File: config.mk
export PLATFORM = sky130hd
export DESIGN_NAME = led_spi_tx
export DESIGN_NICKNAME = d
export VERILOG_FILES = /design/src/rtl/led_spi_tx.sv
export SDC_FILE = /design/constraint.sdc
export NUM_CORES = 1
export LEC_CHECK = 0
export ABC_AREA = 1
export BUFFER_PORTS_ARGS = -buffer_cell sky130_fd_sc_hd__buf_2
export CORE_MARGIN = 1.5
export CORE_UTILIZATION = 23
export DETAILED_ROUTE_END_ITERATION = 6
export SLEW_MARGIN = 15
export SYNTH_ARGS = -nofsm -noshare
export SYNTH_HDL_FRONTEND = slang
export SYNTH_SLANG_ARGS = --single-unit
File: constraint.sdc
create_clock -name rd_clk -period 4.58 [get_ports rd_clk]
set_input_delay 0.229 -clock rd_clk [delete_from_list [all_inputs] [get_ports rd_clk]]
set_output_delay 0.229 -clock rd_clk [all_outputs]
set_load 0.05 [all_outputs]
File: src/rtl/led_spi_tx.sv
// led_spi_tx: backlight-LED serial transmitter.
// Pops one frame of zone brightness bytes from the zone-mean FIFO, frames them
// as header + zone bytes + checksum and shifts them out MSB-first on a mode-0
// SPI-style link (sclk idle low, data changes with sclk low, sampled on rise).
// Runs entirely in the FIFO read-clock domain.
module led_spi_tx #(
    parameter int         ZONES   = 40,
    parameter int         RD_LAT  = 2,
    parameter int         CLK_DIV = 4,
    parameter logic [7:0] HEADER  = 8'hA5,
    parameter int         TIMEOUT = 1024
) (
    input  logic       rd_clk,
    input  logic       rst_n,
    input  logic       frame_start,
    input  logic       fifo_empty,
    input  logic [7:0] fifo_dout,
    output logic       rd_start,
    output logic       led_cs_n,
    output logic       led_sclk,
    output logic       led_sdo,
    output logic       busy,
    output logic       frame_done,
    output logic       underflow
);

    // Counter widths; each guarded so a parameter value of 1 still yields a
    // legal one-bit counter.
    localparam int DIV_W   = (2 * CLK_DIV > 1) ? $clog2(2 * CLK_DIV) : 1;
    localparam int ZONE_W  = (ZONES > 1) ? $clog2(ZONES + 1) : 1;
    localparam int LAT_W   = (RD_LAT > 1) ? $clog2(RD_LAT) : 1;
    localparam int STALL_W = (TIMEOUT > 1) ? $clog2(TIMEOUT + 1) : 1;

    // Terminal counts. The divider runs 0..2*CLK_DIV-1 over one bit cell and
    // raises sclk once the first CLK_DIV cycles (data setup) have elapsed.
    localparam logic [DIV_W-1:0]   DIV_RISE   = DIV_W'(CLK_DIV - 1);
    localparam logic [DIV_W-1:0]   DIV_LAST   = DIV_W'(2 * CLK_DIV - 1);
    localparam logic [LAT_W-1:0]   LAT_LAST   = LAT_W'(RD_LAT - 1);
    localparam logic [ZONE_W-1:0]  ZONE_LAST  = ZONE_W'(ZONES - 1);
    localparam logic [STALL_W-1:0] STALL_LAST = STALL_W'(TIMEOUT - 1);

    typedef enum logic [2:0] {
        S_IDLE,
        S_HDR,
        S_REQ,
        S_WAIT,
        S_SHIFT,
        S_CSUM,
        S_END
    } state_t;

    state_t              r_state;
    logic [DIV_W-1:0]    r_divCnt;
    logic [2:0]          r_bitCnt;
    logic [6:0]          r_shift;
    logic [ZONE_W-1:0]   r_zoneCnt;
    logic [LAT_W-1:0]    r_latCnt;
    logic [STALL_W-1:0]  r_stallCnt;
    logic [7:0]          r_csum;

    logic                r_rdStart;
    logic                r_csN;
    logic                r_sclk;
    logic                r_sdo;
    logic                r_busy;
    logic                r_done;
    logic                r_uflow;

    logic                w_cellEnd;
    logic                w_sclkRise;
    logic                w_lastBit;
    logic                w_shifting;

    // Bit-cell timing decodes shared by the header, zone and checksum bytes.
    assign w_cellEnd  = (r_divCnt == DIV_LAST);
    assign w_sclkRise = (r_divCnt == DIV_RISE);
    assign w_lastBit  = (r_bitCnt == 3'd7);
    assign w_shifting = (r_state == S_HDR) || (r_state == S_SHIFT) || (r_state == S_CSUM);

    assign rd_start   = r_rdStart;
    assign led_cs_n   = r_csN;
    assign led_sclk   = r_sclk;
    assign led_sdo    = r_sdo;
    assign busy       = r_busy;
    assign frame_done = r_done;
    assign underflow  = r_uflow;

    // Frame sequencer: all outputs are registered here so that the link pins
    // and the one-cycle pulses never glitch. The shifter holds only the bits
    // still to be sent; led_sdo always carries the current bit directly.
    always_ff @(posedge rd_clk or negedge rst_n) begin
        if (!rst_n) begin
            r_state    <= S_IDLE;
            r_divCnt   <= '0;
            r_bitCnt   <= '0;
            r_shift    <= '0;
            r_zoneCnt  <= '0;
            r_latCnt   <= '0;
            r_stallCnt <= '0;
            r_csum     <= '0;
            r_rdStart  <= 1'b0;
            r_csN      <= 1'b1;
            r_sclk     <= 1'b0;
            r_sdo      <= 1'b0;
            r_busy     <= 1'b0;
            r_done     <= 1'b0;
            r_uflow    <= 1'b0;
        end else begin
            r_rdStart <= 1'b0;
            r_done    <= 1'b0;
            r_uflow   <= 1'b0;

            if (w_shifting) begin
                if (w_cellEnd) begin
                    r_divCnt <= '0;
                    r_sclk   <= 1'b0;
                    if (!w_lastBit) begin
                        r_bitCnt <= r_bitCnt + 3'd1;
                        r_sdo    <= r_shift[6];
                        r_shift  <= {r_shift[5:0], 1'b0};
                    end
                end else begin
                    r_divCnt <= r_divCnt + 1'b1;
                    if (w_sclkRise) begin
                        r_sclk <= 1'b1;
                    end
                end
            end

            case (r_state)
                S_IDLE: begin
                    r_stallCnt <= '0;
                    if (frame_start && !fifo_empty) begin
                        r_state   <= S_HDR;
                        r_busy    <= 1'b1;
                        r_csN     <= 1'b0;
                        r_sclk    <= 1'b0;
                        r_sdo     <= HEADER[7];
                        r_shift   <= HEADER[6:0];
                        r_divCnt  <= '0;
                        r_bitCnt  <= '0;
                        r_zoneCnt <= '0;
                        r_csum    <= '0;
                    end
                end

                S_HDR: begin
                    if (w_cellEnd && w_lastBit) begin
                        r_state <= S_REQ;
                        r_sdo   <= 1'b0;
                    end
                end

                S_REQ: begin
                    if (!fifo_empty) begin
                        r_rdStart  <= 1'b1;
                        r_stallCnt <= '0;
                        r_latCnt   <= '0;
                        r_state    <= S_WAIT;
                    end else if (r_stallCnt == STALL_LAST) begin
                        r_stallCnt <= '0;
                        r_csN      <= 1'b1;
                        r_uflow    <= 1'b1;
                        r_state    <= S_END;
                    end else begin
                        r_stallCnt <= r_stallCnt + 1'b1;
                    end
                end

                S_WAIT: begin
                    if (r_latCnt == LAT_LAST) begin
                        r_sdo    <= fifo_dout[7];
                        r_shift  <= fifo_dout[6:0];
                        r_csum   <= r_csum + fifo_dout;
                        r_divCnt <= '0;
                        r_bitCnt <= '0;
                        r_state  <= S_SHIFT;
                    end else begin
                        r_latCnt <= r_latCnt + 1'b1;
                    end
                end

                S_SHIFT: begin
                    if (w_cellEnd && w_lastBit) begin
                        r_zoneCnt <= r_zoneCnt + 1'b1;
                        if (r_zoneCnt == ZONE_LAST) begin
                            r_sdo    <= r_csum[7];
                            r_shift  <= r_csum[6:0];
                            r_bitCnt <= '0;
                            r_state  <= S_CSUM;
                        end else begin
                            r_sdo   <= 1'b0;
                            r_state <= S_REQ;
                        end
                    end
                end

                S_CSUM: begin
                    if (w_cellEnd && w_lastBit) begin
                        r_csN   <= 1'b1;
                        r_sdo   <= 1'b0;
                        r_done  <= 1'b1;
                        r_state <= S_END;
                    end
                end

                S_END: begin
                    r_busy  <= 1'b0;
                    r_state <= S_IDLE;
                end

                default: begin
                    r_state <= S_IDLE;
                end
            endcase
        end
    end

endmodule

==> impl_results.md, run 1 <==
* Worst-path fanout max at 16
* Largest net degree at the start of global routing at 50
* EDFF count, synth at 0
* Cell taking the most area after synthesis: dfrtp_1
* Cell Count Post-Placement at between 600 and 700
* Psw at 822 uW
* Final Wtd Congestion at about 0.83
* Register area share after synthesis at approximately two fifths
* Layout Cells excl Fill at just over 600
* # diodes at 0
* Cell with the most instances after synthesis: nand2_1
* Share of layout cells above drive strength 1 at 11.2%
* Setup TNS at 0 ns
* Grt ovf at 0
* Overall Power at between 1500 and 2000 uW
* CTS Buf Count at 5
* Adder-cell share of the synthesized area at approximately 5.6%
* 1st-pass router iterations at 4
* Leak at between 0.0015 and 0.002 uW
* Mapped Nets at between 400 and 500
* FF+latch count, synth at between 40 and 50
* Worst Tran Pin Value at between 0.6 and 0.7 ns
* Synthesized area at between 0.003 and 0.004 sq mm
* Pins Over Slew Limit at 0
* Post-synthesis simple-gate area fraction at between 30% and 40%
* Vias in the first global route at 2,615
* CTS Buffer Depth at 2
* Antenna violations before repair at 0
* Arr. time, crit path at about 2.1 ns
* Area delta synth->final at 13.8%
* Synth Instances at between 400 and 500
* Comb power frac at 44.3%
* Synth area leaders: dfrtp_1, nand2_1, inv_1, nand3_1, ha_1
* Clock Skew at ~0.009 ns
* Worst hold path class: input pin to async pin
* Initial DRC Count at 190
* Post-synth top area share at 39.7%
* Crit start category: register
* Sw Ratio at between 40% and 50%
* Max Cap Viol at 0
* First-pass GRT wire length at approximately 12,000 microns
* Largest family of logic cells by synthesized area: simple AND/OR/NAND/NOR gates
* # nets final at between 400 and 500
* Netlist cell types at 33
* Async SR Flop Fraction at 100%
* CP endpoint kind: register
* Cell Int Power at between 1000 and 1500 uW
* Pwr/cell area at roughly 530 mW/mm^2
* Total track usage at 10.7%
* Drt wl/cell at 11.3 microns
* Final worst slack at between 2 and 3 ns
* Post-route ant nets at 0
* # Post-CTS Setup Buffers at 0
* Clk sinks at 49
* Clk_lat worst skew at just under 0.3 ns
* H-tree levels at 2
* IO Count at 19
* Die ar. at around 0.014 sq mm
* Max-slew headroom at approximately three fifths
* Reg clk slew, reported paths at 0.07 ns
* Top post-synthesis cells by count: nand2_1, inv_1, dfrtp_1
* Flop pwr share at between 30% and 40%
* Clk network pwr share at between 10% and 20%
* Final WL at 6860 microns
* Mean area per synthesized cell at around 7.3 sq um
* Multiplexer share of the synthesized area at 0%
* Row cnt at between 40 and 50
* Peak Freq at ~530 MHz
* Fraction of synthesized cell area in xor and xnor cells at between 1.5 and 2%
* CORE AREA at around 0.013 sq mm
* Die height at ~120 microns
* Yosys Warn Count at 0
* Min cycle time layout at roughly 1.9 ns
* CTS root buf: clkbuf_16
* Vias/cell at around 4.4
* Post-placement setup slack at 2.71 ns
* Top_reg_cell synth: dfrtp_1
* HPWL after DPL at approximately 5100 microns
* Final setup viols at 0
* Die X-Extent at roughly 120 microns
* Initial Util at 23.8%
* DRC violation count after routing at 0
* Outcome: finished, final reports clean
* VDD IR max at between 0.15 and 0.2 mV
* Final Cycle Share at between 40% and 50%
* I/O Buffers at 18
* CTS tree: built
* Crit Path Category: register to register
* RSZ-0062 raised after global routing: no
* Post-CTS sizing at 0
* Compound-Gate Fraction of Synth Area at under 10%
* Hold buffers post-CTS at 0
* Vias at between 2,000 and 3,000
* Hold Violations, Final at 0
* Required @ worst endpoint at 4.76 ns
==> logic make-up (layout without fill, tap and decap cells) <==
| logic type | Yosys count | count (layout) |
|---|---|---|
| simple gates | 232 | 232 |
| xor+xnor | 6 | 6 |
| compound gates | 52 | 52 |
| fa+ha+maj | 13 | 13 |
| buf+inv | 63 | 85 |
| flops | 49 | 49 |
==> power groups by stage <==
stage	logic (uW)	clock network (uW)	registers (uW)
after floorplan	616	0	679
after global placement	799	0	658
after detailed placement	811	0	664
after CTS	820	377	656
after global routing	931	394	675
final	814	366	657
==> critical path, cell delays in order (launching register included) <==
cell and delay [ns]:
dfrtp_1 0.51, nor2_4 0.38, nor2_4 0.08, nand3_1 0.32
inv_1 0.22, nand2_1 0.10, nand2_1 0.05, nand2_1 0.07
nand2_1 0.05
==> registers in the layout, indices dropped and copies added (netlist names), 3 cells and up <==
name	count
r_stallCnt	11
r_csum	8
r_shift	7
r_zoneCnt	6
r_bitCnt	3
r_divCnt	3
r_state	3
==> path summary, 6_finish.rpt <==
kind	start	end	slack, ns	cells after the start
worst max register to register	r_state[0]	r_shift[4]	2.69	8
worst max-delay path	r_state[0]	r_shift[4]	2.69	8
worst min-delay path	rst_n	r_stallCnt[3]	0.04	2
worst min register to register	r_divCnt[2]	led_sclk	0.51	1
max in group asynchronous	rst_n	r_csum[6]	4.12	2
min in group rd_clk	fifo_empty	underflow	0.24	3
==> metrics by stage <==
stage / hold WS, ns / util [%] / cell area [sq um]
2_1_floorplan: -0.0666 / - / 3030
3_3_place_gp: 0.387 / 26.0 / 3300
3_5_place_dp: 0.392 / 26.0 / 3300
4_1_cts: 0.0774 / 27.1 / 3440
5_1_grt: 0.113 / 27.1 / 3440
6_report: 0.0415 / 27.1 / 3440
==> metal layers <==
metal / wire (microns) / global-route usage, %
met4: 135 / 4.50
met3: 242 / 2.52
met2: 3160 / 17.5
met5: 0 / 0
met1: 3320 / 13.4
==> placed cells by master, fill, tap and decap left out, drive strengths merged <==
| cell type | count |
|---|---|
| o21bai | 1 |
| a31oi | 2 |
| clkinvlp | 1 |
| inv | 58 |
| dfstp | 1 |
| fa | 1 |
| xnor2 | 2 |
| or2 | 1 |
| nand2 | 132 |
| nor2 | 44 |
| o22ai | 2 |
| ha | 12 |
| nor3 | 6 |
| nand3b | 1 |
| nand3 | 38 |
| dfrtp | 48 |
| clkinv | 2 |
| buf | 19 |
| xor2 | 4 |
| a21oi | 18 |
| clkbuf | 5 |
| o21a | 1 |
| o21ai | 28 |
| nand4 | 10 |
==> area by class of cell <==
class                      instances  area [sq um]
timing repair buffer              19          97.6
clock inverter                     3          17.5
sequential                        49          1230
inverter                          58           220
clock buffer                       5           125
tap                              172           215
fill                            1415          9280
multi-input combinational        303          1540
Note: power is estimated with default switching activity, not from simulation.
==> run 2: changes to the inputs <==
Clock period 4.58 ns to 1.8 ns, I/O delays scaled along.
==> impl_results.md, run 2 (synthesis gave the netlist of run 1 again) <==
* CTS Buf Count at 5 (unchanged)
* Final Cycle Share at 89.6% (+48 points)
* Worst stage delay on the critical path at 0.37 ns (-0.14 ns)
* Vias in the first global route at 2,609 (-0.23%)
* Largest Register: r_stallCnt
* Min cycle time layout at 1.61 ns (-0.274 ns)
* CP max-delay cell: dfrtp_1
* CTS tree: built
* Pwr/cell area at 1350 mW/mm^2 (+150%)
* Peak Freq at 620 MHz (+17%)
* Die X-Extent at 118 microns (unchanged)
* H-tree levels at 2 (unchanged)
* Total track usage at 10.6% (-0.091 points)
* Hold Violations, Final at 0 (unchanged)
* Largest registers: r_stallCnt (11), r_csum (8), r_shift (7)
* Outcome: finished, final reports clean
* Final setup viols at 0 (unchanged)
* I/O Buffers at 18 (unchanged)
* Clk sinks at 49 (unchanged)
* VDD IR max at 0.397 mV (+160%)
* Share of layout cells above drive strength 1 at 14.1% (+2.9 points)
* IO Count at 19 (unchanged)
* Vias at 2,713 (+2.1%)
* Antenna violations before repair at 0 (unchanged)
* Die ar. at 0.0139 sq mm (unchanged)
* Clock Skew at 0.00261 ns (-0.00622 ns)
* Clk_lat worst skew at 0.29 ns (about the same)
* Post-route ant nets at 0 (unchanged)
* HPWL after DPL at 5260 microns (+3.1%)
* Fill cell count at 1,395 (-1.4%)
* Most common cell after layout, fill and taps aside: nand2_1
* FF/Latch Area at 0.00123 sq mm (+0.20%)
* Required @ worst endpoint at 1.97 ns (-2.79 ns)
* Setup TNS at 0 ns (unchanged)
* 1st-pass router iterations at 5 (+1)
* Pins Over Slew Limit at 0 (unchanged)
* Initial Util at 23.8% (unchanged)
* Worst hold path class: input pin to register
* Leak at 0.00177 uW (+3.2%)
* Fin Hold WS at 0.115 ns (+0.0732 ns)
* Initial DRC Count at 188 (-1.1%)
* Worst Tran Pin Value at 0.584 ns (-0.0450 ns)
* Top cell by count, worst path: nand2_1
* Crit start category: register
* Max reg flops at 11 (unchanged)
* DRC violation count after routing at 0 (unchanged)
* Die height at 118 microns (unchanged)
* Final WL at 6940 microns (+1.0%)
* CTS Buffer Depth at 2 (unchanged)
* Worst-path fanout max at 6 (-10)
* # diodes at 0 (unchanged)
* Reg clk slew, reported paths at 0.06 ns (about the same)
* Crit Path Category: register to register
* CP endpoint kind: register
* Final Util at 28.0% (+0.96 points)
* Critical path, cell by cell: ha_1 > ha_2 > nand3_1 > inv_2 > nor2_1 > nor2_2 > nand2_1 > nand2_1 > o21ai_1
* Largest net degree at the start of global routing at 28 (-44%)
* Vias/cell at 4.38 (+0.50%)
* CTS root buf: clkbuf_16
* Row cnt at 41 (unchanged)
* Multi-input logic area at 0.00156 sq mm (+0.97%)
* Arr. time, crit path at 1.78 ns (-0.29 ns)
* Max Cap Viol at 0 (unchanged)
* Area delta synth->final at 17.8%
* Commonest non-fill, non-tap cells in the layout: nand2_1, inv_1, dfrtp_1
* Overall Power at 4830 uW (+160%)
* RSZ-0062 raised after global routing: no
* Final worst slack at 0.188 ns (-2.51 ns)
* Post-placement setup slack at 0.0221 ns (-2.69 ns)
* Grt ovf at 0 (unchanged)
* Max-slew headroom at 61.0% (+3.0 points)
* First-pass GRT wire length at 12,200 microns (-0.45%)
* Drt wl/cell at 11.2 microns (-0.60%)
* CORE AREA at 0.0127 sq mm (unchanged)
* # nets final at 471 (+2.2%)
* Final Wtd Congestion at 0.794 (-4.9%)
## run 2: cell types whose count changed in the layout (fill, tap and decap cells not counted), moves of 2 or more
cell      change
buf_4         +8
clkbuf_8      +2
dfrtp_1       -2
dfrtp_2       +2
## run 2: worst max-delay path, delay by kind of cell, from the launching register on
kind                     cells  cell delay [ns]
AO/OA/AOI/OAI                1             0.07
flip-flops                   1             0.37
adder cells (fa/ha/maj)      2             0.40
AND/OR/NAND/NOR              5             0.51
buffers and inverters        1             0.15
## run 2: final cells by class
class / instances / share of cell area (%)
well taps: 172 / 6.03
inverters: 58 / 6.17
clock buffers: 7 / 4.28
flip-flops and latches: 49 / 34.5
multi-input cells: 303 / 43.6
repair buffers: 29 / 5.26
clock inverters: 1 / 0.140
## run 2: what timing repair did
item                       in CTS  in global routing
hold buffers                    1                  0
hold endpoints to repair       21                  0
setup endpoints to repair       0                 28
setup buffers                   0                  3
gates resized for setup         0                  7
## run 2: final timing paths
check | start | endpoint | slack, ns | cells after the start
setup / recovery | r_divCnt[0] | r_state[0] | 0.19 | 9
hold / removal | fifo_dout[6] | r_shift[6] | 0.11 | 5
max in group asynchronous | rst_n | r_shift[3] | 0.91 | 3
hold reg to reg | r_divCnt[2] | led_sclk | 0.51 | 1
min in group asynchronous | rst_n | r_stallCnt[4] | 0.34 | 2
setup reg to reg | r_divCnt[0] | r_state[0] | 0.19 | 9
## run 2: stage by stage
step | cell area [sq um] | std cells
after floorplan | 3030 | 415
after global placement | 3360 | 607
after detailed placement | 3360 | 607
after CTS | 3530 | 616
after global routing | 3570 | 619
final | 3570 | 619
## run 2: report_power, final
| part | switching [uW] | total (uW) | leakage, uW | internal (uW) |
|---|---|---|---|---|
| logic | 1440 | 2180 | 0.00105 | 738 |
| registers | 252 | 1650 | 0.000643 | 1400 |
| clock network | 402 | 991 | 0.0000799 | 589 |
| total | 2100 | 4830 | 0.00177 | 2730 |
## run 2: metal layers
layer	track usage, %	wire length, microns	share of wire, %	vias to the layer above
met5	0	0	0	-
met4	4.80	171	2.5	0
met3	2.18	245	3.5	12
met2	16.7	3200	46	53
met1	13.9	3320	48	1250
li1	-	-	-	1398
